## src/rtl/alu_mips_seq.sv

```systemverilog
`default_nettype none
// ============================================================================
// Module      : alu_mips_seq
// Description : Multi-cycle MIPS ALU with valid/ready handshake, registered
//               result and flags, iterative SLL and shift-add MUL.
// Revision    : 1.0 - initial release
// ============================================================================
module alu_mips_seq #(
   parameter int WIDTH = 32
) (
   input  logic             clk,
   input  logic             reset,
   input  logic             in_valid,
   output logic             in_ready,
   input  logic [WIDTH-1:0] BussA,
   input  logic [WIDTH-1:0] BussB,
   input  logic [2:0]       ALUControl,
   output logic             out_valid,
   input  logic             out_ready,
   output logic [WIDTH-1:0] Output,
   output logic             CarryOut,
   output logic             overflow,
   output logic             zero,
   output logic             negative
);

   localparam int SHW = $clog2(WIDTH);

   localparam logic [1:0] c_st_idle = 2'd0;
   localparam logic [1:0] c_st_busy = 2'd1;
   localparam logic [1:0] c_st_done = 2'd2;

   localparam logic [2:0] c_op_add = 3'b000;
   localparam logic [2:0] c_op_sub = 3'b001;
   localparam logic [2:0] c_op_and = 3'b010;
   localparam logic [2:0] c_op_or  = 3'b011;
   localparam logic [2:0] c_op_xor = 3'b100;
   localparam logic [2:0] c_op_slt = 3'b101;
   localparam logic [2:0] c_op_sll = 3'b110;
   localparam logic [2:0] c_op_mul = 3'b111;

   localparam logic [SHW:0] c_mul_iter = (SHW+1)'(WIDTH);
   localparam logic [SHW:0] c_cnt_one  = (SHW+1)'(1);

   logic [1:0]         r_state;
   logic [1:0]         w_next_state;
   logic [2:0]         r_op;
   logic [SHW:0]       r_cnt;
   logic [2*WIDTH-1:0] r_mcand;
   logic [WIDTH-1:0]   r_mplier;
   logic [2*WIDTH-1:0] r_acc;
   logic [WIDTH-1:0]   r_result;
   logic               r_carry;
   logic               r_ovf;
   logic               r_zero;
   logic               r_neg;

   logic               w_accept;
   logic               w_sll_zero;
   logic               w_multi;
   logic               w_last;
   logic               w_is_sub;
   logic [WIDTH-1:0]   w_b_op;
   logic [WIDTH:0]     w_sum;
   logic               w_sum_ovf;
   logic [WIDTH-1:0]   w_fast_res;
   logic               w_fast_c;
   logic               w_fast_v;
   logic [2*WIDTH-1:0] w_acc_next;
   logic [WIDTH-1:0]   w_shift_next;
   logic               w_load_en;
   logic [WIDTH-1:0]   w_load_res;
   logic               w_load_c;
   logic               w_load_v;

   assign w_accept   = (r_state == c_st_idle) && in_valid;
   assign w_sll_zero = (BussB[SHW-1:0] == '0);
   assign w_multi    = ((ALUControl == c_op_sll) && !w_sll_zero) || (ALUControl == c_op_mul);
   assign w_last     = (r_cnt == c_cnt_one);

   // SUB and SLT share the A + ~B + 1 adder
   assign w_is_sub  = (ALUControl == c_op_sub) || (ALUControl == c_op_slt);
   assign w_b_op    = w_is_sub ? ~BussB : BussB;
   assign w_sum     = {1'b0, BussA} + {1'b0, w_b_op} + {{WIDTH{1'b0}}, w_is_sub};
   assign w_sum_ovf = (BussA[WIDTH-1] == w_b_op[WIDTH-1]) && (w_sum[WIDTH-1] != BussA[WIDTH-1]);

   assign w_acc_next   = r_acc + (r_mplier[0] ? r_mcand : '0);
   assign w_shift_next = {r_mcand[WIDTH-2:0], 1'b0};

   always_ff @(posedge clk) begin
      if (reset) begin
         r_state <= c_st_idle;
      end else begin
         r_state <= w_next_state;
      end
   end

   always_comb begin
      w_next_state = r_state;
      case (r_state)
         c_st_idle: if (in_valid) w_next_state = w_multi ? c_st_busy : c_st_done;
         c_st_busy: if (w_last) w_next_state = c_st_done;
         c_st_done: if (out_ready) w_next_state = c_st_idle;
         default:   w_next_state = c_st_idle;
      endcase
   end

   always_comb begin
      in_ready  = (r_state == c_st_idle);
      out_valid = (r_state == c_st_done);
   end

   always_comb begin
      w_fast_res = '0;
      w_fast_c   = 1'b0;
      w_fast_v   = 1'b0;
      case (ALUControl)
         c_op_add: begin
            w_fast_res = w_sum[WIDTH-1:0];
            w_fast_c   = w_sum[WIDTH];
            w_fast_v   = w_sum_ovf;
         end
         c_op_sub: begin
            w_fast_res = w_sum[WIDTH-1:0];
            w_fast_c   = ~w_sum[WIDTH];
            w_fast_v   = w_sum_ovf;
         end
         c_op_and: w_fast_res = BussA & BussB;
         c_op_or:  w_fast_res = BussA | BussB;
         c_op_xor: w_fast_res = BussA ^ BussB;
         c_op_slt: w_fast_res = {{(WIDTH-1){1'b0}}, w_sum[WIDTH-1] ^ w_sum_ovf};
         c_op_sll: w_fast_res = BussA;
         default:  w_fast_res = '0;
      endcase
   end

   // Result register is written either in the accept cycle or on the last BUSY cycle
   always_comb begin
      w_load_en  = 1'b0;
      w_load_res = w_fast_res;
      w_load_c   = w_fast_c;
      w_load_v   = w_fast_v;
      if (w_accept && !w_multi) begin
         w_load_en = 1'b1;
      end else if ((r_state == c_st_busy) && w_last) begin
         w_load_en = 1'b1;
         if (r_op == c_op_mul) begin
            w_load_res = w_acc_next[WIDTH-1:0];
            w_load_c   = 1'b0;
            w_load_v   = |w_acc_next[2*WIDTH-1:WIDTH];
         end else begin
            w_load_res = w_shift_next;
            w_load_c   = r_mcand[WIDTH-1];
            w_load_v   = 1'b0;
         end
      end
   end

   always_ff @(posedge clk) begin
      if (reset) begin
         r_op     <= '0;
         r_cnt    <= '0;
         r_mcand  <= '0;
         r_mplier <= '0;
         r_acc    <= '0;
         r_result <= '0;
         r_carry  <= 1'b0;
         r_ovf    <= 1'b0;
         r_zero   <= 1'b1;
         r_neg    <= 1'b0;
      end else begin
         if (w_accept) begin
            r_op     <= ALUControl;
            r_mcand  <= {{WIDTH{1'b0}}, BussA};
            r_mplier <= BussB;
            r_acc    <= '0;
            r_cnt    <= (ALUControl == c_op_mul) ? c_mul_iter : {1'b0, BussB[SHW-1:0]};
         end else if (r_state == c_st_busy) begin
            // SLL reuses the multiplicand register as its working shifter
            r_mcand  <= {r_mcand[2*WIDTH-2:0], 1'b0};
            r_mplier <= {1'b0, r_mplier[WIDTH-1:1]};
            r_acc    <= w_acc_next;
            r_cnt    <= r_cnt - c_cnt_one;
         end
         if (w_load_en) begin
            r_result <= w_load_res;
            r_carry  <= w_load_c;
            r_ovf    <= w_load_v;
            r_zero   <= (w_load_res == '0);
            r_neg    <= w_load_res[WIDTH-1];
         end
      end
   end

   assign Output   = r_result;
   assign CarryOut = r_carry;
   assign overflow = r_ovf;
   assign zero     = r_zero;
   assign negative = r_neg;

endmodule
`default_nettype wire

```

## config.mk

```make
export PLATFORM = sky130hd
export DESIGN_NAME = alu_mips_seq
export DESIGN_NICKNAME = d
export VERILOG_FILES = /design/src/rtl/alu_mips_seq.sv
export SDC_FILE = /design/constraint.sdc
export NUM_CORES = 1
export LEC_CHECK = 0
export ABC_AREA = 0
export CORE_ASPECT_RATIO = 0.5
export CORE_MARGIN = 2
export CORE_UTILIZATION = 50
export DETAILED_ROUTE_END_ITERATION = 16
export PLACE_DENSITY = 0.67
export SYNTH_ARGS = -nofsm -noshare
export SYNTH_HDL_FRONTEND = slang
export SYNTH_SLANG_ARGS = --single-unit
```

## constraint.sdc

```tcl
create_clock -name clk -period 5.7 [get_ports clk]
set_input_delay 0.855 -clock clk [delete_from_list [all_inputs] [get_ports clk]]
set_output_delay 0.855 -clock clk [all_outputs]
set_load 0.02 [all_outputs]
```

# Word-level counts from Yosys, hierarchy flattened

Cells that the tools add are included.
W data, S select, Z words.

Latch bits: 0
ROM bits: 0
Output and inout bits: 38
RAM bits: 0
Input bits: 71
Word-level logic and storage cells: 84
Bits in registers: 207
Memories: 0

Bitwise gates (word level): 6
Multiplexer cells: 28
Add/subtract/negate cells: 4
Divide/modulo/power cells: 0
Shift-type cells: 0
Reduce and logical (&&, ||, !) cells: 18
$mul: 0
Magnitude comparators: 0
Equal/unequal tests: 16

Operator list:

| kind                  | count |
|---|---|
| $mux W32              | 8 |
| $pmux W32 S6          | 1 |
| $add A64 B64 Y64      | 1 |
| $mux W64              | 1 |
| $add A32 B32 Y33      | 1 |
| $add A33 B1 Y33       | 1 |
| $and A32 B32 Y32      | 1 |
| $logic_not A32 Y1     | 1 |
| $not A32 Y32          | 1 |
| $or A32 B32 Y32       | 1 |
| $reduce_or A32 Y1     | 1 |
| $xor A32 B32 Y32      | 1 |
| $mux W6               | 3 |
| $eq A3 B3 Y1 const B  | 5 |
| $mux W1               | 9 |
| $mux W2               | 4 |
| $eq A3 B2 Y1 const B  | 2 |
| $eq A6 B1 Y1 const B  | 1 |
| $pmux W2 S3           | 1 |
| $sub A6 B1 Y6 const B | 1 |
| $logic_and A1 B1 Y1   | 5 |
| $logic_not A5 Y1      | 1 |
| $ne A2 B2 Y1 const B  | 2 |
| $reduce_or A2 Y1      | 2 |
| 15 further kinds      | 17 |

# Logic depth before layout (Yosys ltp)

Depth after elaboration: 12
Depth in mapped cells: 20
Depth with buffers taken out: 15

# Worst setup path before layout

OpenSTA, ideal clock, no wires.

Kind: input to register
From: in ALUControl[1]
To: reg r_zero, in the netlist zero
Arrival time: 5.041 ns
Path slack: 0.572 ns
Data required time: 5.613 ns
Stages on the path: 19
Path buffers: 5
Library setup time: 0.087 ns
Cells stage by stage: buf_2 buf_1 clkbuf_1 nand2b_1 clkbuf_1 buf_1 xnor2_1 ha_1 and3_1 a211oi_1 and2_1 o21ai_0 xor2_1 a221o_1 nor3_1 nand4_1 nor4_1 nand4_1 o31ai_1

Word-level cells in the longest chain between the ends: 12
Elaborated cells between the ends (all ways): 26
Those cells by class: add/sub: 2; eq/ne: 9; mux: 5; bitwise: 1; reduce/logical: 9

RTL lines:

| element                                      | line    | source |
|---|---|---|
| start, declared                              | 17      | `input logic [2:0] ALUControl,` |
| $eq A3 B1 Y1 or $eq A3 B3 Y1 (tied branches) | 82, 117 |  |
| $logic_or A1 B1 Y1                           | 82      | `assign w_is_sub = (ALUControl == c_op_sub) \|\| (ALUControl == c_op_slt);` |
| $mux W32                                     | 83      | `assign w_b_op = w_is_sub ? ~BussB : BussB;` |
| $add A32 B32 Y33                             | 84      | `assign w_sum = {1'b0, BussA} + {1'b0, w_b_op} + {{WIDTH{1'b0}}, w_is_sub};` |
| $add A33 B1 Y33                              | 84      |  |
| $ne A1 B1 Y1                                 | 85      | `assign w_sum_ovf = (BussA[WIDTH-1] == w_b_op[WIDTH-1]) && (w_sum[WIDTH-1] != BussA[WIDTH-1]);` |
| $logic_and A1 B1 Y1                          | 85      |  |
| $xor A1 B1 Y1                                | 131     | `c_op_slt: w_fast_res = {{(WIDTH-1){1'b0}}, w_sum[WIDTH-1] ^ w_sum_ovf};` |
| $pmux W32 S6                                 | 117     | `case (ALUControl)` |
| $mux W32                                     | 145     | `end else if ((r_state == c_st_busy) && w_last) begin` |
| $mux W32                                     | 143     | `if (w_accept && !w_multi) begin` |
| $logic_not A32 Y1                            | 189     | `r_zero <= (w_load_res == '0);` |
| end signal, assigned                         | 189     |  |
| end, declared                                | 55      | `logic r_zero;` |

Parallel ways exist; a longest one is shown, timed or not.
A chain may end at the register's enable or synchronous reset.

# Worst setup path after layout

From: reg r_mplier[0]
To: reg r_ovf, in the netlist overflow

Word-level cells in the longest chain between the ends: 6

RTL lines:

| element                | line | source |
|---|---|---|
| start, declared        | 50   | `logic [WIDTH-1:0] r_mplier;` |
| start signal, assigned | 175  | `r_mplier <= BussB;` |
| start signal, assigned | 181  | `r_mplier <= {1'b0, r_mplier[WIDTH-1:1]};` |
| $mux W64               | 87   | `assign w_acc_next = r_acc + (r_mplier[0] ? r_mcand : '0);` |
| $add A64 B64 Y64       | 87   |  |
| $reduce_or A32 Y1      | 150  | `w_load_v = \|w_acc_next[2*WIDTH-1:WIDTH];` |
| $mux W1                | 147  | `if (r_op == c_op_mul) begin` |
| $mux W1                | 145  |  |
| $mux W1                | 143  |  |
| end signal, assigned   | 188  | `r_ovf <= w_load_v;` |
| end, declared          | 54   | `logic r_ovf;` |

Every way passes these cells.

==> impl_metrics.py <==
metrics = {
    "global_route": {
        "number_of_global_route_vias_before_repair": 15824,
        "gr-total-overflow": 0,
        "grt_start_max_net_pins": 160,
        "antenna_violations_before_repair": 0,
        "gr-usage-all-layers_pct": 31.3,
        "wire_length_of_the_first_global_routing_pass_um": 89800,
    },
    "timing": {
        "layout_setup_ws_ns": 0.756,
        "slew_headroom_pct": 24.6,
        "fin_crit_sh_pct": 86.7,
        "timing_worst_slew_pin_value_ns": 1.13,
        "finalSetupTns_ns": 0,
        "finalHoldViolations": 0,
        "fin_crit_ns": 4.94,
        "rsz_0062_raised_after_global_routing": "no",
        "fin_hold_ws_ns": 0.453,
        "timing.final.max_slew_violations": 0,
        "finalSetupViolations": 0,
        "finalClockSkew_ns": 0.0173,
        "fmax_ghz": 0.202,
    },
    "die": {
        "die_w_um": 267,
        "fp.dieH_um": 136,
        "fp.dieArea_um2": 36200,
        "core_um2": 34300,
        "initial_utilization_pct": 50.4,
        "pin_count": 109,
        "core.rowCount": 48,
    },
    "setup_path": {
        "cp.arrival_ns": 5.35,
        "timing.setup.critical_path_class": "register to register",
        "critPathMaxFanout": 47,
        "cp-start-kind": "register",
        "worst_ep_required_time_ns": 6.10,
        "end_kind": "register",
    },
    "cells_and_area": {
        "final_net_count": 2571,
        "layout-drive-gt1-share_pct": 5.35,
        "n_antenna_cell": 0,
        "syn2layout_area_growth_pct": 11.7,
    },
    "yosys": {
        "synth_area_um2": 17300,
        "synth_sequential_area_ratio_pct": 23.8,
        "synth_area_leaders": "sky130_fd_sc_hd__dfxtp_1, sky130_fd_sc_hd__ha_1, sky130_fd_sc_hd__a21oi_1, sky130_fd_sc_hd__nand2_1, sky130_fd_sc_hd__a22oi_1",
        "synthesis.nets": 2569,
        "yosysUniqueCellTypes": 90,
        "flops_latches_synth": 206,
        "yosysTopAreaCell": "sky130_fd_sc_hd__dfxtp_1",
        "post_synth_most_frequent_cells": "sky130_fd_sc_hd__nand2_1, sky130_fd_sc_hd__a21oi_1, sky130_fd_sc_hd__dfxtp_1",
        "synth.avg_cell_area_um2": 7.41,
        "synth_enable_flop_cells": 0,
        "synth.most_common_cell": "sky130_fd_sc_hd__nand2_1",
        "synth.yosys.warnings": 0,
        "netlist.area_leader.share_pct": 23.8,
        "synth-async-reset-ratio_pct": 0,
        "yosys_most_used_dff": "sky130_fd_sc_hd__dfxtp_1",
        "cell_count_after_synthesis": 2335,
    },
    "power_and_ir_drop": {
        "power_density_nw_per_um2": 217,
        "power.total_mw": 4.19,
        "leakage_nw": 7.64,
        "ir_drop_mv": 0.215,
    },
    "clock_network": {
        "clkLatencyLatePin_ns": 0.55,
        "hold_buffer_count_at_cts": 0,
        "cts-resized-gates": 0,
        "cts_tree": "done",
        "clkSlewWorstSetupHoldPaths_ns": 0.07,
        "cts_setup_buffers": 0,
        "cts_buffers": 22,
        "clkSinkCount": 206,
        "clockRootBuffer": "sky130_fd_sc_hd__clkbuf_16",
        "ctsHtreeMaxLevel": 1,
        "max-clock-path-buffers": 3,
    },
    "routing": {
        "wl_per_cell_um": 20.4,
        "avgViaCountPerCell": 6.13,
        "count_of_vias_placed_by_the_detailed_router": 17333,
        "drtPass1Iterations": 6,
        "drcViolationCount": 0,
        "drt_iter0_markers": 1747,
        "routed_wl_um": 57600,
        "ant_nets": 0,
    },
    "flow_run": {
        "max-cap-violations": 0,
    },
    "placed_design": {
        "gp_routability_congestion": 0.995,
        "dp_worst_setup_slack_ns": 0.847,
        "port_buffers": 108,
        "place.detailed.hpwl_um": 42800,
    },
    "min_path": {
        "type_of_the_most_critical_hold_path": "register to register",
    },
    "status": {
        "run_status": "finished clean",
    },
}
-- metal layers --
layer / global-route usage [%] / part of all wire, % / up-vias
li1: - / - / 8390
met5: 0 / 0 / -
met2: 45.1 / 40 / 635
met4: 7.80 / 2.4 / 0
met3: 6.71 / 8.7 / 82
met1: 46.9 / 48 / 8226
-- worst max-delay path: stages (launching register included) --
cell,delay [ns]
sky130_fd_sc_hd__dfxtp_2,0.83
sky130_fd_sc_hd__and2_1,0.22
sky130_fd_sc_hd__ha_1,0.16
sky130_fd_sc_hd__inv_1,0.06
sky130_fd_sc_hd__fa_1,0.39
sky130_fd_sc_hd__nand2b_1,0.17
sky130_fd_sc_hd__a211oi_1,0.46
sky130_fd_sc_hd__o21ai_0,0.33
sky130_fd_sc_hd__o221ai_2,0.35
sky130_fd_sc_hd__o21ai_0,0.26
sky130_fd_sc_hd__a41o_1,0.34
sky130_fd_sc_hd__a211o_1,0.26
sky130_fd_sc_hd__nor4_1,0.24
sky130_fd_sc_hd__nand4b_1,0.16
sky130_fd_sc_hd__nor4_2,0.47
sky130_fd_sc_hd__o31ai_1,0.11
-- state kept, by name, summed over array words and instances, names as in the netlist --
name and flops:
r_op 3, CarryOut 1, r_cnt 6, r_mplier 32, overflow 1, r_state 2, Output 32, r_acc 64
zero 1, r_mcand 64
-- through the flow --
stage / utilization, % / instance area (µm²) / cells
2_1_floorplan: - / 17300 / 2335
3_3_place_gp: 54.1 / 18600 / 2788
3_5_place_dp: 54.1 / 18600 / 2788
4_1_cts: 56.4 / 19300 / 2828
5_1_grt: 56.4 / 19300 / 2828
6_report: 56.4 / 19300 / 2828
-- placed cells by master (no fill, tap or decap), types with 13 or more instances in the layout --
cell / n
sky130_fd_sc_hd__and2_1: 73
sky130_fd_sc_hd__nor2b_1: 13
sky130_fd_sc_hd__o21a_1: 22
sky130_fd_sc_hd__a211oi_1: 48
sky130_fd_sc_hd__dfxtp_1: 205
sky130_fd_sc_hd__clkbuf_16: 23
sky130_fd_sc_hd__mux2i_1: 20
sky130_fd_sc_hd__mux2_2: 19
sky130_fd_sc_hd__a31oi_1: 18
sky130_fd_sc_hd__nand2_1: 351
sky130_fd_sc_hd__a22oi_1: 91
sky130_fd_sc_hd__nand2b_1: 17
sky130_fd_sc_hd__o22ai_1: 29
sky130_fd_sc_hd__a21oi_1: 285
sky130_fd_sc_hd__o21ai_1: 15
sky130_fd_sc_hd__xnor2_1: 71
sky130_fd_sc_hd__a21o_1: 32
sky130_fd_sc_hd__inv_1: 97
sky130_fd_sc_hd__a221oi_1: 16
sky130_fd_sc_hd__o21ai_0: 88
sky130_fd_sc_hd__o211ai_1: 15
sky130_fd_sc_hd__ha_1: 161
sky130_fd_sc_hd__xor2_1: 40
sky130_fd_sc_hd__clkdlybuf4s50_1: 105
sky130_fd_sc_hd__buf_4: 24
sky130_fd_sc_hd__nor3_1: 38
sky130_fd_sc_hd__and3_1: 14
sky130_fd_sc_hd__nor2_1: 157
sky130_fd_sc_hd__nand3_1: 30
sky130_fd_sc_hd__nand4_1: 34
sky130_fd_sc_hd__a22o_1: 18
-- power breakdown --
part	internal, mW	switching, mW
clock	0.939	0.652
combinational	0.398	0.625
sequential	1.51	0.0749
total	2.84	1.35
-- cells by family (layout without fill, tap and decap cells) --
kind of cell	after synthesis	after routing	synth area share, %
buffers and inverters	251	269	5.88
AND/OR/NAND/NOR	782	782	20.9
AO/OA/AOI/OAI	783	783	29.5
adder cells (fa/ha/maj)	163	163	11.9
multiplexers	39	39	2.39
flip-flops	206	206	23.8
XOR/XNOR	111	111	5.62
-- layout make-up --
cell class / count / area, µm²
sequential: 206 / 4130
inverter: 97 / 364
clock inverter: 7 / 113
multi-input combinational: 1878 / 12200
clock buffer: 33 / 663
tap: 475 / 594
fill: 3349 / 15000
timing repair buffer: 132 / 1260
-- final timing paths --
kind                                   start           end  slack, ns  cells after the start
worst min-delay path            r_mplier[11]  r_mplier[11]       0.45                      2
worst min register to register  r_mplier[11]  r_mplier[11]       0.45                      2
worst max register to register   r_mplier[0]      overflow       0.76                     15
worst max-delay path             r_mplier[0]      overflow       0.76                     15
Note: power is estimated with default switching activity, not from simulation.
